<file path="src/rtl/icache_ahb_refill_if.sv">
// Bundles the cache miss port and the AHB-Lite bus seen by the refill engine.
// master = the refill engine; slave = its environment (the cache plus the AHB slave).
interface icache_ahb_refill_if;
  // Handshakes:
  // - Cache side: mem_req is a level request, sampled only while the engine is idle.
  //   mem_ready is a one-cycle pulse that completes the request; mem_data_in and
  //   mem_err are valid in that cycle.
  // - Bus side: an AHB transfer phase advances only in a cycle with hready=1.
  logic         mem_req;
  logic [31:0]  mem_addr;
  logic [127:0] mem_data_in;
  logic         mem_ready;
  logic         mem_err;
  logic [31:0]  haddr;
  logic [1:0]   htrans;
  logic [2:0]   hburst;
  logic [2:0]   hsize;
  logic         hwrite;
  logic [3:0]   hprot;
  logic         hready;
  logic         hresp;
  logic [31:0]  hrdata;

  modport master (
    input  mem_req, mem_addr, hready, hresp, hrdata,
    output mem_data_in, mem_ready, mem_err,
    output haddr, htrans, hburst, hsize, hwrite, hprot
  );

  modport slave (
    output mem_req, mem_addr, hready, hresp, hrdata,
    input  mem_data_in, mem_ready, mem_err,
    input  haddr, htrans, hburst, hsize, hwrite, hprot
  );
endinterface

</file>
<file path="src/rtl/icache_ahb_refill.sv">
// I-cache line refill engine: fetches one 16-byte line as an AHB INCR4 read burst
// and returns it to the cache as a 128-bit line with a one-cycle ready pulse.
module icache_ahb_refill #(
  parameter logic [3:0] HPROT_VAL = 4'b0010
) (
  input  logic                       clk,
  input  logic                       rst,
  icache_ahb_refill_if.master        bus,
  output logic [2:0]                 dbg_state
);

  typedef enum logic [2:0] {
    S_IDLE  = 3'd0,
    S_ADDR  = 3'd1,
    S_BURST = 3'd2,
    S_DRAIN = 3'd3,
    S_ERR   = 3'd4,
    S_DONE  = 3'd5
  } state_e;

  localparam logic [1:0] HT_IDLE   = 2'b00;
  localparam logic [1:0] HT_NONSEQ = 2'b10;
  localparam logic [1:0] HT_SEQ    = 2'b11;

  state_e         state_q, state_d;
  logic [27:0]    base_q, base_d;
  logic [1:0]     acnt_q, acnt_d;
  logic [1:0]     dcnt_q, dcnt_d;
  logic [127:0]   line_q, line_d;
  logic [31:0]    haddr_q, haddr_d;
  logic [1:0]     htrans_q, htrans_d;
  logic           ready_q, ready_d;
  logic           err_q, err_d;

  // The line offset of the miss address is irrelevant: the whole line is fetched.
  logic unused_addr_bits;
  assign unused_addr_bits = ^bus.mem_addr[3:0];

  always_comb begin
    state_d  = state_q;
    base_d   = base_q;
    acnt_d   = acnt_q;
    dcnt_d   = dcnt_q;
    line_d   = line_q;
    haddr_d  = haddr_q;
    htrans_d = htrans_q;
    ready_d  = 1'b0;
    err_d    = 1'b0;

    case (state_q)
      S_IDLE: begin
        htrans_d = HT_IDLE;
        if (bus.mem_req) begin
          base_d   = bus.mem_addr[31:4];
          line_d   = '0;
          acnt_d   = 2'd0;
          dcnt_d   = 2'd0;
          haddr_d  = {bus.mem_addr[31:4], 4'b0000};
          htrans_d = HT_NONSEQ;
          state_d  = S_ADDR;
        end
      end

      S_ADDR: begin
        if (bus.hready) begin
          acnt_d   = 2'd1;
          haddr_d  = {base_q, 2'd1, 2'b00};
          htrans_d = HT_SEQ;
          state_d  = S_BURST;
        end else if (bus.hresp) begin
          htrans_d = HT_IDLE;
          state_d  = S_ERR;
        end
      end

      S_BURST: begin
        if (bus.hready) begin
          line_d[{dcnt_q, 5'd0} +: 32] = bus.hrdata;
          dcnt_d = dcnt_q + 2'd1;
          acnt_d = acnt_q + 2'd1;
          // acnt_q==3 means the last beat's address is being accepted now.
          if (acnt_q == 2'd3) begin
            htrans_d = HT_IDLE;
            state_d  = S_DRAIN;
          end else begin
            haddr_d  = {base_q, acnt_q + 2'd1, 2'b00};
          end
        end else if (bus.hresp) begin
          htrans_d = HT_IDLE;
          state_d  = S_ERR;
        end
      end

      S_DRAIN: begin
        if (bus.hready) begin
          line_d[{dcnt_q, 5'd0} +: 32] = bus.hrdata;
          dcnt_d  = dcnt_q + 2'd1;
          ready_d = 1'b1;
          state_d = S_DONE;
        end else if (bus.hresp) begin
          state_d = S_ERR;
        end
      end

      // Second ERROR response cycle: its data is not meaningful and is dropped.
      S_ERR: begin
        htrans_d = HT_IDLE;
        if (bus.hready) begin
          ready_d = 1'b1;
          err_d   = 1'b1;
          state_d = S_DONE;
        end
      end

      S_DONE: begin
        state_d = S_IDLE;
      end

      default: begin
        htrans_d = HT_IDLE;
        state_d  = S_IDLE;
      end
    endcase
  end

  always_ff @(posedge clk or negedge rst) begin
    if (!rst) begin
      state_q  <= S_IDLE;
      base_q   <= '0;
      acnt_q   <= '0;
      dcnt_q   <= '0;
      line_q   <= '0;
      haddr_q  <= '0;
      htrans_q <= HT_IDLE;
      ready_q  <= 1'b0;
      err_q    <= 1'b0;
    end else begin
      state_q  <= state_d;
      base_q   <= base_d;
      acnt_q   <= acnt_d;
      dcnt_q   <= dcnt_d;
      line_q   <= line_d;
      haddr_q  <= haddr_d;
      htrans_q <= htrans_d;
      ready_q  <= ready_d;
      err_q    <= err_d;
    end
  end

  assign bus.mem_data_in = line_q;
  assign bus.mem_ready   = ready_q;
  assign bus.mem_err     = err_q;
  assign bus.haddr       = haddr_q;
  assign bus.htrans      = htrans_q;
  assign bus.hburst      = 3'b011;
  assign bus.hsize       = 3'b010;
  assign bus.hwrite      = 1'b0;
  assign bus.hprot       = HPROT_VAL;
  assign dbg_state       = state_q;

endmodule

</file>
<file path="src/flat_wrapper.sv">
// flat-port wrapper written by rule: the top's interface ports become plain ports
module icache_ahb_refill_flat 
#(
  parameter logic [3:0] HPROT_VAL = 4'b0010
)
  (clk, rst, dbg_state, bus_mem_req, bus_mem_addr, bus_hready, bus_hresp, bus_hrdata, bus_mem_data_in, bus_mem_ready, bus_mem_err, bus_haddr, bus_htrans, bus_hburst, bus_hsize, bus_hwrite, bus_hprot);
  icache_ahb_refill_if bus_i ();
  input  logic clk;
  input  logic rst;
  output logic [2:0] dbg_state;
  input wire logic [$bits(bus_i.mem_req)-1:0] bus_mem_req;
  input wire logic [$bits(bus_i.mem_addr)-1:0] bus_mem_addr;
  input wire logic [$bits(bus_i.hready)-1:0] bus_hready;
  input wire logic [$bits(bus_i.hresp)-1:0] bus_hresp;
  input wire logic [$bits(bus_i.hrdata)-1:0] bus_hrdata;
  output wire logic [$bits(bus_i.mem_data_in)-1:0] bus_mem_data_in;
  output wire logic [$bits(bus_i.mem_ready)-1:0] bus_mem_ready;
  output wire logic [$bits(bus_i.mem_err)-1:0] bus_mem_err;
  output wire logic [$bits(bus_i.haddr)-1:0] bus_haddr;
  output wire logic [$bits(bus_i.htrans)-1:0] bus_htrans;
  output wire logic [$bits(bus_i.hburst)-1:0] bus_hburst;
  output wire logic [$bits(bus_i.hsize)-1:0] bus_hsize;
  output wire logic [$bits(bus_i.hwrite)-1:0] bus_hwrite;
  output wire logic [$bits(bus_i.hprot)-1:0] bus_hprot;
  assign bus_i.mem_req = bus_mem_req;
  assign bus_i.mem_addr = bus_mem_addr;
  assign bus_i.hready = bus_hready;
  assign bus_i.hresp = bus_hresp;
  assign bus_i.hrdata = bus_hrdata;
  assign bus_mem_data_in = bus_i.mem_data_in;
  assign bus_mem_ready = bus_i.mem_ready;
  assign bus_mem_err = bus_i.mem_err;
  assign bus_haddr = bus_i.haddr;
  assign bus_htrans = bus_i.htrans;
  assign bus_hburst = bus_i.hburst;
  assign bus_hsize = bus_i.hsize;
  assign bus_hwrite = bus_i.hwrite;
  assign bus_hprot = bus_i.hprot;
  icache_ahb_refill #(.HPROT_VAL(HPROT_VAL)) u_core (.clk(clk), .rst(rst), .bus(bus_i), .dbg_state(dbg_state));
endmodule
</file>
<file path="config.mk">
export PLATFORM = sky130hd
export DESIGN_NAME = icache_ahb_refill_flat
export DESIGN_NICKNAME = d
export VERILOG_FILES = /design/src/rtl/icache_ahb_refill_if.sv /design/src/rtl/icache_ahb_refill.sv /design/src/flat_wrapper.sv
export SDC_FILE = /design/constraint.sdc
export NUM_CORES = 1
export LEC_CHECK = 0
export CAP_MARGIN = 10
export CELL_PAD_IN_SITES_DETAIL_PLACEMENT = 1
export CELL_PAD_IN_SITES_GLOBAL_PLACEMENT = 1
export CORE_ASPECT_RATIO = 2
export CORE_MARGIN = 3
export CORE_UTILIZATION = 36
export CTS_CLUSTER_SIZE = 16
export DETAILED_ROUTE_END_ITERATION = 7
export PLACE_DENSITY = 0.89
export SLEW_MARGIN = 0
export SYNTH_ARGS = -nofsm -noshare
export SYNTH_HDL_FRONTEND = slang
export SYNTH_SLANG_ARGS = --single-unit
</file>
<file path="constraint.sdc">
create_clock -name clk -period 2.45 [get_ports clk]
set_input_delay 0.49 -clock clk [delete_from_list [all_inputs] [get_ports clk]]
set_output_delay 0.49 -clock clk [all_outputs]
set_load 0.05 [all_outputs]
</file>
## Yosys cells after proc, flatten, opt, wreduce, memory -nomap -nowiden

Cells that the tools add are included.

- Add/subtract/negate cells: 3
- Equal/unequal tests: 13
- Shift operators: 2
- Mux-type cells: 32
- Bitwise gates (word level): 1
- Reduce and logical (&&, ||, !) cells: 12

Operators by type and width:

| kind | count |
|---|---|
| $mux 128 | 2 |
| $pmux 128 s2 | 1 |
| $bwmux 128 | 1 |
| $mux 32 | 4 |
| $shift 32x9->128 const A | 1 |
| $shiftx 32x9->128 | 1 |
| $pmux 32 s3 | 1 |
| $mux 3 | 7 |
| $mux 2 | 9 |
| $pmux 3 s5 | 1 |
| $ne 2x2->1 const B | 5 |
| $neg 7->9 | 1 |
| $pmux 2 s4 | 1 |
| $eq 3x2->1 const B | 2 |
| $eq 3x3->1 const B | 2 |
| $pmux 2 s3 | 1 |
| $reduce_and 3->1 | 2 |
| $reduce_or 2->1 | 3 |
| $reduce_and 5->1 | 1 |
| $add 2x1->2 const B | 2 |
| $pmux 2 s2 | 1 |
| $reduce_and 2->1 | 2 |
| $reduce_and 4->1 | 1 |
| $eq 3x1->1 const B | 1 |
| 8 further kinds | 10 |

- Flip-flop bits (word level): 199
- Input port bits: 69
- Output and inout port bits: 178
- Logic and storage cells: 72

## Logic depth before layout (Yosys ltp)

Gate-level depths: netlist of run 1.

- Depth after elaboration: 5
- Depth in mapped cells: 8
- Depth with buffers taken out: 6

## Least setup slack after synthesis of run 1

No wires, ideal clock.

- Path kind: register to register
- Start point: reg u_core.state_q[1], in the netlist u_core.dbg_state[1]
- End point: reg u_core.base_q[17]
- Setup time: 0.125 ns
- Arrival: 1.933 ns
- Required time: 2.325 ns
- Setup slack: 0.392 ns
- Cell stages (with the launch flop): 7
- Buffers on the path: 3
- Clock period less this slack: 2.058 ns
- Cells stage by stage: dfrtp_1 > buf_6 > or3b_1 > buf_6 > nor2_8 > buf_4 > mux2_2

- Word-level cells in the longest chain between the ends: 2

RTL lines:

| what | RTL line | text |
|---|---|---|
| from (decl) | icache_ahb_refill.sv:25 | `state_e state_q, state_d;` |
| from (signal assigned) | icache_ahb_refill.sv:138 | `state_q <= state_d;` |
| $logic_not 3->1 | icache_ahb_refill.sv:50 | `case (state_q)` |
| $reduce_and 2->1 (no line) | n/a |  |
| to (signal assigned) | icache_ahb_refill.sv:139 | `base_q <= base_d;` |
| to (decl) | icache_ahb_refill.sv:26 | `logic [27:0] base_q, base_d;` |

Every way passes these cells.
A chain may end at the register's enable or synchronous reset.

## Worst setup path in the final report of run 1

- Start point: reg u_core.dcnt_q[0]
- End point: reg u_core.line_q[107], in the netlist u_core.bus.mem_data_in[107]

- Word-level cells in the longest chain between the ends: 5

RTL lines:

| what | RTL line | text |
|---|---|---|
| from (decl) | icache_ahb_refill.sv:28 | `logic [1:0] dcnt_q, dcnt_d;` |
| from (signal assigned) | icache_ahb_refill.sv:141 | `dcnt_q <= dcnt_d;` |
| $neg 7->9 * | icache_ahb_refill.sv:78, icache_ahb_refill.sv:96 |  |
| $shiftx 32x9->128 / $shift 32x9->128 (equally long branches) | icache_ahb_refill.sv:78, icache_ahb_refill.sv:96 |  |
| $bwmux 128 * | icache_ahb_refill.sv:78, icache_ahb_refill.sv:96 |  |
| $mux 128 * | icache_ahb_refill.sv:77, icache_ahb_refill.sv:95 |  |
| $pmux 128 s2 * | icache_ahb_refill.sv:50 |  |
| to (signal assigned) | icache_ahb_refill.sv:142 | `line_q <= line_d;` |
| to (decl) | icache_ahb_refill.sv:29 | `logic [127:0] line_q, line_d;` |

Mark *: on every way between the ends. The rest lies on a longest branch, timed or not. The select of a mux whose other input is x is not followed.

==> impl_results.md, run 1 <==
* Worst-path fanout max at 19
* Seq cells post-synth at 197
* CTS max path bufs at 2
* Mapped cell area at 8157 µm²
* Reg2Reg Depth at 7
* CP peak stage delay at ~0.52 ns
* Clk_lat worst skew at 0.45 ns
* Sw Ratio at 42.27%
* I/O pin cnt at 247
* Post-synth top cells: dfrtp_1 (197), nand2_1 (134), a22o_1 (65)
* Most common cell in the synthesized netlist: dfrtp_1
* WP data arrival at 2.58 ns
* H-tree depth at 4
* Leading area contributor after synthesis: dfrtp_1
* CTS buffer count at 17
* Diodes inserted at 0
* RSZ-0062 raised after global routing: false
* Ys Warns at 0
* Psw at roughly 5.5 mW
* Initial antenna violation count at 1
* Total internal power at 7.480 mW
* Sequential element share of the synthesized area at 60.44%
* Final setup fails at 0
* Largest cells by area after synthesis: dfrtp_1 (60%), a22o_1 (7.0%), nand2_1 (6.2%), mux2_2 (4.3%), o21ai_1 (3.7%)
* Layout area overhead at 39.99%
* Critical R2R Capture: u_core.bus.mem_data_in[107]
* Setup TNS at 0 ns
* Post-synth EDFFs at 0
* Ys async rst share at 100.0%
* Layout cells sized above 1 at 11.21%
* Seq pwr share at between 30% and 40%
* Clock Sinks at 197
* GP Congestion at 0.7719
* Critical Path Slowest Stage Cell: dfrtp_1
* Prevailing post-synth register cell: dfrtp_1
* Max Cap Viol at 0
* Worst setup EP type: register
* Fin area at 11420 µm²
* Total number of vias at 6341
* Crit-path cells: inv_1 -> ha_1 -> nor4bb_1 -> nand3b_1 -> nor2_8 -> buf_12 -> a22o_1
* Crit path launch: u_core.dcnt_q[0]
* Max VDD drop at 628.5 µV
* GRT Total Usage at a little over a fifth
* Postcts setup bufs at 0
* Tcrit/Tclk final at 89.45%
* CP endpoint: u_core.bus.mem_data_in[107]
* DRC errors left at 0
* Core Region at around 22000 µm²
* Vias in the first global route at 7211
* Worst setup SP type: register
* LEAKAGE at 4.881 nW
* Hold Fails Final Rpt at 0
* Share of the synthesized area in the top cell type at 60.44%
* DRT Wirelength at around 26000 µm
* Worst EP required at 2.83 ns
* Post-DP HPWL at 19020 µm
* Fmax achieved at 0.4563 GHz
* Worst slew pin tran at 0.6090 ns
* Flop-to-flop setup slack at 0.26 ns
* DIE HEIGHT at approximately 220 µm
* Initial Utilization at a little under two fifths
* Nets at 1009
* Initial DRT Pass Iterations at 4
* WS Path Type: register to register
* Placed instance area at around 11000 µm²
* Per-cell routed wire length at 21.27 µm
* Via-to-Cell Ratio at 5.189
* FP Rows at between 70 and 80
* Clock share of power at 19.9%
* Post-CTS Hold Buffers at 0
* # resized after CTS at 0
* Clk pin slew, worst setup/hold paths at about 0.070 ns
* Port Buf Inserts at 229
* Worst rel slew slack at approximately three fifths
* Largest net degree at the start of global routing at 61
* Logic pwr share at 46.2%
* Die width at 112.4 µm
* Fin. max-slew vios at 0
* First-pass GRT wire length at 40940 µm
* Worst R2R Start: u_core.dcnt_q[0]
* Max Clock Skew at 0.009701 ns
* Power per Cell Area at 1135 nW/µm²
* Status: completed
* Iter 0 DRT Violations at 282
* Cells after Synth at around 710
* TritonCTS clock tree: yes
* Root buffer cell: clkbuf_16
* Synth cell types at 38
* Syn avg cell area at 11.55 µm²
* Hold/Removal Path Class: primary input to asynchronous set/reset pin
* GRT overflow at 0
* Fin crit period at roughly 2.2 ns
* Die area at between 20000 and 25000 µm²
* ANT nets after route at 0
[power groups by stage]
stage | Clock [mW] | Combinational (mW) | Sequential, mW
2_1_floorplan | 0 | 2.40 | 5.93
3_3_place_gp | 0 | 5.85 | 4.39
3_5_place_dp | 0 | 6.04 | 4.46
4_1_cts | 2.64 | 6.08 | 4.41
5_1_grt | 2.77 | 6.40 | 4.49
6_report | 2.58 | 5.98 | 4.40
[state kept, by name (all words and copies together) (netlist names)]
register	count
u_core.bus.mem_data_in	128
u_core.base_q	28
u_core.bus.mem_ready	1
u_core.bus.haddr	30
u_core.dcnt_q	2
u_core.acnt_q	2
u_core.bus.htrans	2
u_core.dbg_state	3
u_core.bus.mem_err	1
[metrics by stage]
step	power (mW)	hold WS (ns)	utilization [%]	std cells	setup WS, ns
2_1_floorplan	8.333	0.1944	-	717	0.3922
3_3_place_gp	10.24	0.4615	49.14	1191	0.09926
3_5_place_dp	10.50	0.4734	49.14	1191	0.08018
4_1_cts	13.12	0.02996	51.53	1222	0.2250
5_1_grt	13.66	0.04204	51.53	1222	0.1189
6_report	12.96	0.03017	51.53	1222	0.2585
[worst max-delay path, delay by kind of cell (launching register included)]
kind	cells	cell delay, ns
simple gates	3	0.83
compound gates	1	0.14
fa+ha+maj	1	0.28
buf+inv	2	0.35
flops	1	0.52
[kinds of logic after synthesis]
family	after synthesis	share of synthesized area, %
AOI/OAI and AO/OA	180	14.68
DFF	197	60.44
and+or+nand+nor	195	10.85
other	2	0.09207
buffers and inverters	66	5.169
adders and majority gates	6	0.9204
muxes	60	7.854
[layer usage]
| metal | GRT usage, % | part of all wire, % | vias up |
|---|---|---|---|
| li1 | - | - | 2861 |
| met1 | 21.94 | 35 | 3211 |
| met2 | 41.04 | 56 | 205 |
| met3 | 4.056 | 3.9 | 62 |
| met4 | 11.55 | 5.0 | 2 |
| met5 | 0 | 0.027 | - |
[cell type report]
| cell class | count | area (µm²) |
|---|---|---|
| Multi-Input combinational cell | 454 | 2869 |
| Fill cell | 2356 | 10740 |
| Inverter | 3 | 11.26 |
| Sequential cell | 197 | 4930 |
| Clock buffer | 22 | 474.2 |
| Tap cell | 276 | 345.3 |
| Timing Repair Buffer | 261 | 2734 |
| Clock inverter | 9 | 55.05 |
[cells in the final DEF (no fill, tap or decap), types with 2 or more instances in the layout]
cell               n
nand2b_1           5
a21oi_1           34
clkinv_4           2
nor2_8             3
nor2_1            35
a21o_4             2
ha_1               6
inv_1              3
clkdlybuf4s50_1  227
conb_1            13
o21ai_1           60
nand3_1            5
clkbuf_8           4
a21o_2             2
clkbuf_1           2
dfrtp_1          197
mux2_2            31
mux2i_1           28
nand2_1          134
clkbuf_16         17
buf_4             17
clkinv_2           6
nand3b_1           4
o21ai_0            9
buf_12            16
a22o_1            65
[how the worst min path moves through the flow]
| stage | slack [ns] | cells past startpoint | to | startpoint |
|---|---|---|---|---|
| CTS | 0.03 | 1 | u_core.bus.mem_data_in[120] | rst |
| detailed placement | 0.47 | 2 | u_core.bus.mem_data_in[65] | u_core.bus.mem_data_in[65] |
| finish | 0.03 | 1 | u_core.bus.mem_data_in[120] | rst |
| floorplan | 0.19 | 0 | u_core.acnt_q[0] | rst |
| global placement | 0.46 | 2 | u_core.bus.mem_data_in[65] | u_core.bus.mem_data_in[65] |
| global route | 0.04 | 1 | u_core.base_q[10] | rst |
Power figures use the tool's default switching activity.
==> run 2: changes to the inputs <==
- TNS_END_PERCENT: default -> 20
==> results of run 2 <==
No change in the layout: final DEF, timing and power equal those of run 1.
==> RTL edit 1, RTL diff (settings of run 1) <==
Register the output `dbg_state` once more, with the module's reset; this adds one clock of latency there. The other outputs are not delayed to match.
--- a/src/rtl/icache_ahb_refill.sv
+++ b/src/rtl/icache_ahb_refill.sv
@@ -156,7 +156,13 @@
   assign bus.hsize       = 3'b010;
   assign bus.hwrite      = 1'b0;
   assign bus.hprot       = HPROT_VAL;
-  assign dbg_state       = state_q;
+  always_ff @(posedge clk or negedge rst) begin
+    if (!rst) begin
+      dbg_state <= '0;
+    end else begin
+      dbg_state <= state_q;
+    end
+  end
 
 endmodule
 
Function: changed (Yosys sat finds a counterexample within 4 cycles, from zero or initial values and one cycle with rst low).
==> RTL edit 1 against run 1 <==
  * Wire length is 0.66% lower
  * Sequential cell count is 3 higher
  * Die area is 2.2% higher
  * Sequential power hardly changed
  * Design area is 2.9% higher
  * Worst setup slack better by 14 ps
  * Global-route usage is 0.58 points lower
  * Area after synthesis is 2.3% higher
  * Power is 0.26% higher
  * Critical endpoint is now bus_mem_data_in[48]
==> RTL edit 1: results (changes against run 1) <==
{| class="wikitable"
! Metric !! Value
|-
| Routability-driven placement congestion ratio || 0.778 (was 0.772)
|-
| Result of the run || complete, no violations (unchanged)
|-
| Endpoint of the worst register-to-register path || u_core.bus.mem_data_in[48]$_DFFE_PN0P_ (was u_core.bus.mem_data_in[107]$_DFFE_PN0P_)
|-
| Layout Cells excl Fill || 1207 (was 1222)
|-
| Total leakage power || 5.01 nW (was 4.88 nW)
|-
| Cell type of the slowest stage on the worst timing path || sky130_fd_sc_hd__clkdlybuf4s50_1 (was sky130_fd_sc_hd__dfrtp_1)
|-
| Met1 GRT Util || 21.6% (was 21.9%)
|-
| Top cells by instance count after synthesis || sky130_fd_sc_hd__dfrtp_1, sky130_fd_sc_hd__nand2_1, sky130_fd_sc_hd__a22o_1 (unchanged)
|-
| Dpl hpwl || 18700 um (was 19000 um)
|-
| Final Skew || 10.8 ps (was 9.70 ps)
|-
| # fillers || 2353 (was 2356)
|-
| Worst setup slack after placement || 9.46 ps (was 80.2 ps)
|-
| Maximum number of pins on one net before global-route repair || 65 (was 61)
|-
| Detailed-route vias per instance || 5.13 (was 5.19)
|-
| Mean cell area of the mapped netlist || 12.2 um^2 (was 11.6 um^2)
|-
| Routed length on met1 || 9140 um (was 9090 um)
|-
| Mux share of post-synthesis cell area || 12.1% (was 7.85%)
|-
| Post-detailed-route wirelength per cell || 21.4 um (was 21.3 um)
|-
| Reg-to-reg setup timing slack || 410 ps (was 260 ps)
|-
| Post-DP Area || 11100 um^2 (was 10900 um^2)
|-
| Share of synthesized area occupied by flip-flops and latches || 60.0% (was 60.4%)
|-
| Met3 WL post-DR || 1090 um (was 1010 um)
|-
| Wire length of the first global-routing pass || 40300 um (was 40900 um)
|-
| RR Startpoint || u_core.dcnt_q[1]$_DFFE_PN0P_ (was u_core.dcnt_q[0]$_DFFE_PN0P_)
|-
| Peak VDD IR || 862 uV (was 628 uV)
|-
| Launching element of the worst setup path || u_core.bus.mem_data_in[48]$_DFFE_PN0P_ (was u_core.dcnt_q[0]$_DFFE_PN0P_)
|-
| Worst slew margin || 60.0% (was 59.3%)
|-
| Timing endpoint of the critical path || bus_mem_data_in[48] (was u_core.bus.mem_data_in[107]$_DFFE_PN0P_)
|-
| Initial detailed-routing violation count || 210 (was 282)
|-
| Top Family by Delay on Critical Path || buffers and inverters (was simple AND/OR/NAND/NOR gates)
|-
| Initial antenna violation count || 0 (was 1)
|}
[RTL edit 1: power groups by stage]
stage / combinational (mW) / sequential, mW / clock [mW]
global placement: 5.32 / 4.41 / 0
global route: 5.73 / 4.51 / 3.39
CTS: 5.50 / 4.42 / 3.26
finish: 5.41 / 4.41 / 3.18
detailed placement: 5.47 / 4.48 / 0
floorplan: 2.23 / 5.78 / 0
[RTL edit 1: layout make-up]
class | instances | area (um^2) | share of cell area [%]
Sequential cell | 200 | 5000 | 42.6
Multi-Input combinational cell | 427 | 2970 | 25.2
Timing Repair Buffer | 262 | 2730 | 23.3
Clock buffer | 19 | 453 | 3.86
Tap cell | 280 | 350 | 2.98
Clock inverter | 13 | 216 | 1.84
Inverter | 6 | 22.5 | 0.192
[RTL edit 1: repair_timing]
item | CTS | global route
hold endpoints to repair | 31 | 0
hold buffers | 1 | 0
resized for setup | 0 | 0
==> RTL edit 2, RTL diff (settings of run 1) <==
Without the edit above. `haddr_q` no longer has a reset.
--- a/src/rtl/icache_ahb_refill.sv
+++ b/src/rtl/icache_ahb_refill.sv
@@ -130,7 +130,6 @@
       acnt_q   <= '0;
       dcnt_q   <= '0;
       line_q   <= '0;
-      haddr_q  <= '0;
       htrans_q <= HT_IDLE;
       ready_q  <= 1'b0;
       err_q    <= 1'b0;
@@ -140,11 +139,14 @@
       acnt_q   <= acnt_d;
       dcnt_q   <= dcnt_d;
       line_q   <= line_d;
-      haddr_q  <= haddr_d;
       htrans_q <= htrans_d;
       ready_q  <= ready_d;
       err_q    <= err_d;
     end
+  end
+
+  always_ff @(posedge clk) begin
+    haddr_q <= haddr_d;
   end
 
   assign bus.mem_data_in = line_q;
Check against the original RTL: not equivalent (a bounded check fails within 4 cycles, from zero or initial values and one cycle with rst low).
==> RTL edit 2 against run 1 <==
  * Sequential cell count stayed put
  * Hold slack better by 470 ps
  * Design area is 7.9% higher
  * Worst setup slack worse by 180 ps
  * Largest cell class unchanged
  * Count of clock-buffer cells in the layout is 3 lower
  * Area after synthesis is 9.7% higher
  * Sequential share of layout area is 2.0 points lower
  * Sequential power is 3% higher
  * Final cell count is 2.5% higher
  * Power is 5.9% higher
  * Global-route usage is 0.43 points lower
  * Wire length is 8.3% higher
  * Critical path depth is 5 lower
==> RTL edit 2: results (changes against run 1) <==
{| class="wikitable"
! Metric !! Value
|-
| Post-layout net count || 983 (was 1009)
|-
| Total leakage power || 5.61 nW (was 4.88 nW)
|-
| Aggregate routed wire length || 28200 um (was 26000 um)
|-
| Launching element of the worst setup path || u_core.dbg_state[0]$_DFFE_PN0P_ (was u_core.dcnt_q[0]$_DFFE_PN0P_)
|-
| Period Utilization, post-route || 96.6% (was 89.4%)
|-
| Initial antenna violation count || 0 (was 1)
|-
| # fillers || 2465 (was 2356)
|-
| Data arrival time of the worst path || 1880 ps (was 2580 ps)
|-
| Mean cell area of the mapped netlist || 13.2 um^2 (was 11.6 um^2)
|-
| Endpoint of the worst register-to-register path || u_core.bus.mem_data_in[44]$_DFFE_PN0P_ (was u_core.bus.mem_data_in[107]$_DFFE_PN0P_)
|-
| Share of synthesized area occupied by flip-flops and latches || 56.8% (was 60.4%)
|-
| Classification of the worst-slack hold path || flop to flop (was primary input to asynchronous set/reset pin)
|-
| Clock buffers and inverters, area share || 4.48% (was 4.64%)
|-
| Vias in the first global route || 7281 (was 7211)
|-
| Worst setup slack after placement || -44.6 ps (was 80.2 ps)
|-
| GRT Resource Usage Total || 21.2% (was 21.6%)
|-
| Mux share of post-synthesis cell area || 23.3% (was 7.85%)
|-
| Detailed-route vias per instance || 5.00 (was 5.19)
|-
| Internal Power || 8.17 mW (was 7.48 mW)
|-
| Initial detailed-routing violation count || 318 (was 282)
|-
| Area share of fa/ha/maj cells after synthesis || 0.839% (was 0.920%)
|-
| Routability-driven placement congestion ratio || 0.828 (was 0.772)
|-
| Met1 GRT Util || 21.3% (was 21.9%)
|-
| Peak VDD IR || 834 uV (was 628 uV)
|-
| Top cells by area, synth || sky130_fd_sc_hd__dfrtp_1, sky130_fd_sc_hd__mux2_2, sky130_fd_sc_hd__edfxtp_1 (was sky130_fd_sc_hd__dfrtp_1, sky130_fd_sc_hd__a22o_1, sky130_fd_sc_hd__nand2_1)
|-
| Post-synthesis compound-gate area fraction || 1.92% (was 14.7%)
|-
| Result of the run || complete, no violations (unchanged)
|-
| Multi-input gate area || 3400 um^2 (was 2870 um^2)
|-
| Number of clock buffers in the layout || 19 (was 22)
|}
==> RTL edit 2: cell count changes after synthesis, sizes merged, moves of 21 or more <==
cell / before / now
o21ai: 69 / 3
nand3: 5 / 40
dfrtp: 197 / 167
nand2: 134 / 3
and3: 1 / 97
nor2: 38 / 6
a21oi: 35 / 6
mux2: 32 / 155
clkbuf: 4 / 25
a22o: 65 / 0
inv: 3 / 37
edfxtp: 0 / 30
==> RTL edit 2: layer usage <==
metal,share of wire (%),vias up
li1,-,2809
met1,35,3216
met2,57,190
met3,4.0,48
met4,4.1,0
met5,0,-
==> RTL edit 2: what timing repair did <==
| item | in CTS | in global routing |
|---|---|---|
| gates resized for setup | 0 | 0 |
| hold buffers | 1 | 0 |
| hold endpoints to repair | 45 | 0 |
==> RTL edit 2: power groups by stage <==
stage                     clock [mW]  sequential, mW  combinational, mW
after detailed placement           0            4.61               6.52
after CTS                       2.78            4.56               6.57
after global placement             0            4.56               6.36
after floorplan                    0            6.02               2.78
final                           2.69            4.55               6.47
after global routing            2.89            4.63               6.83
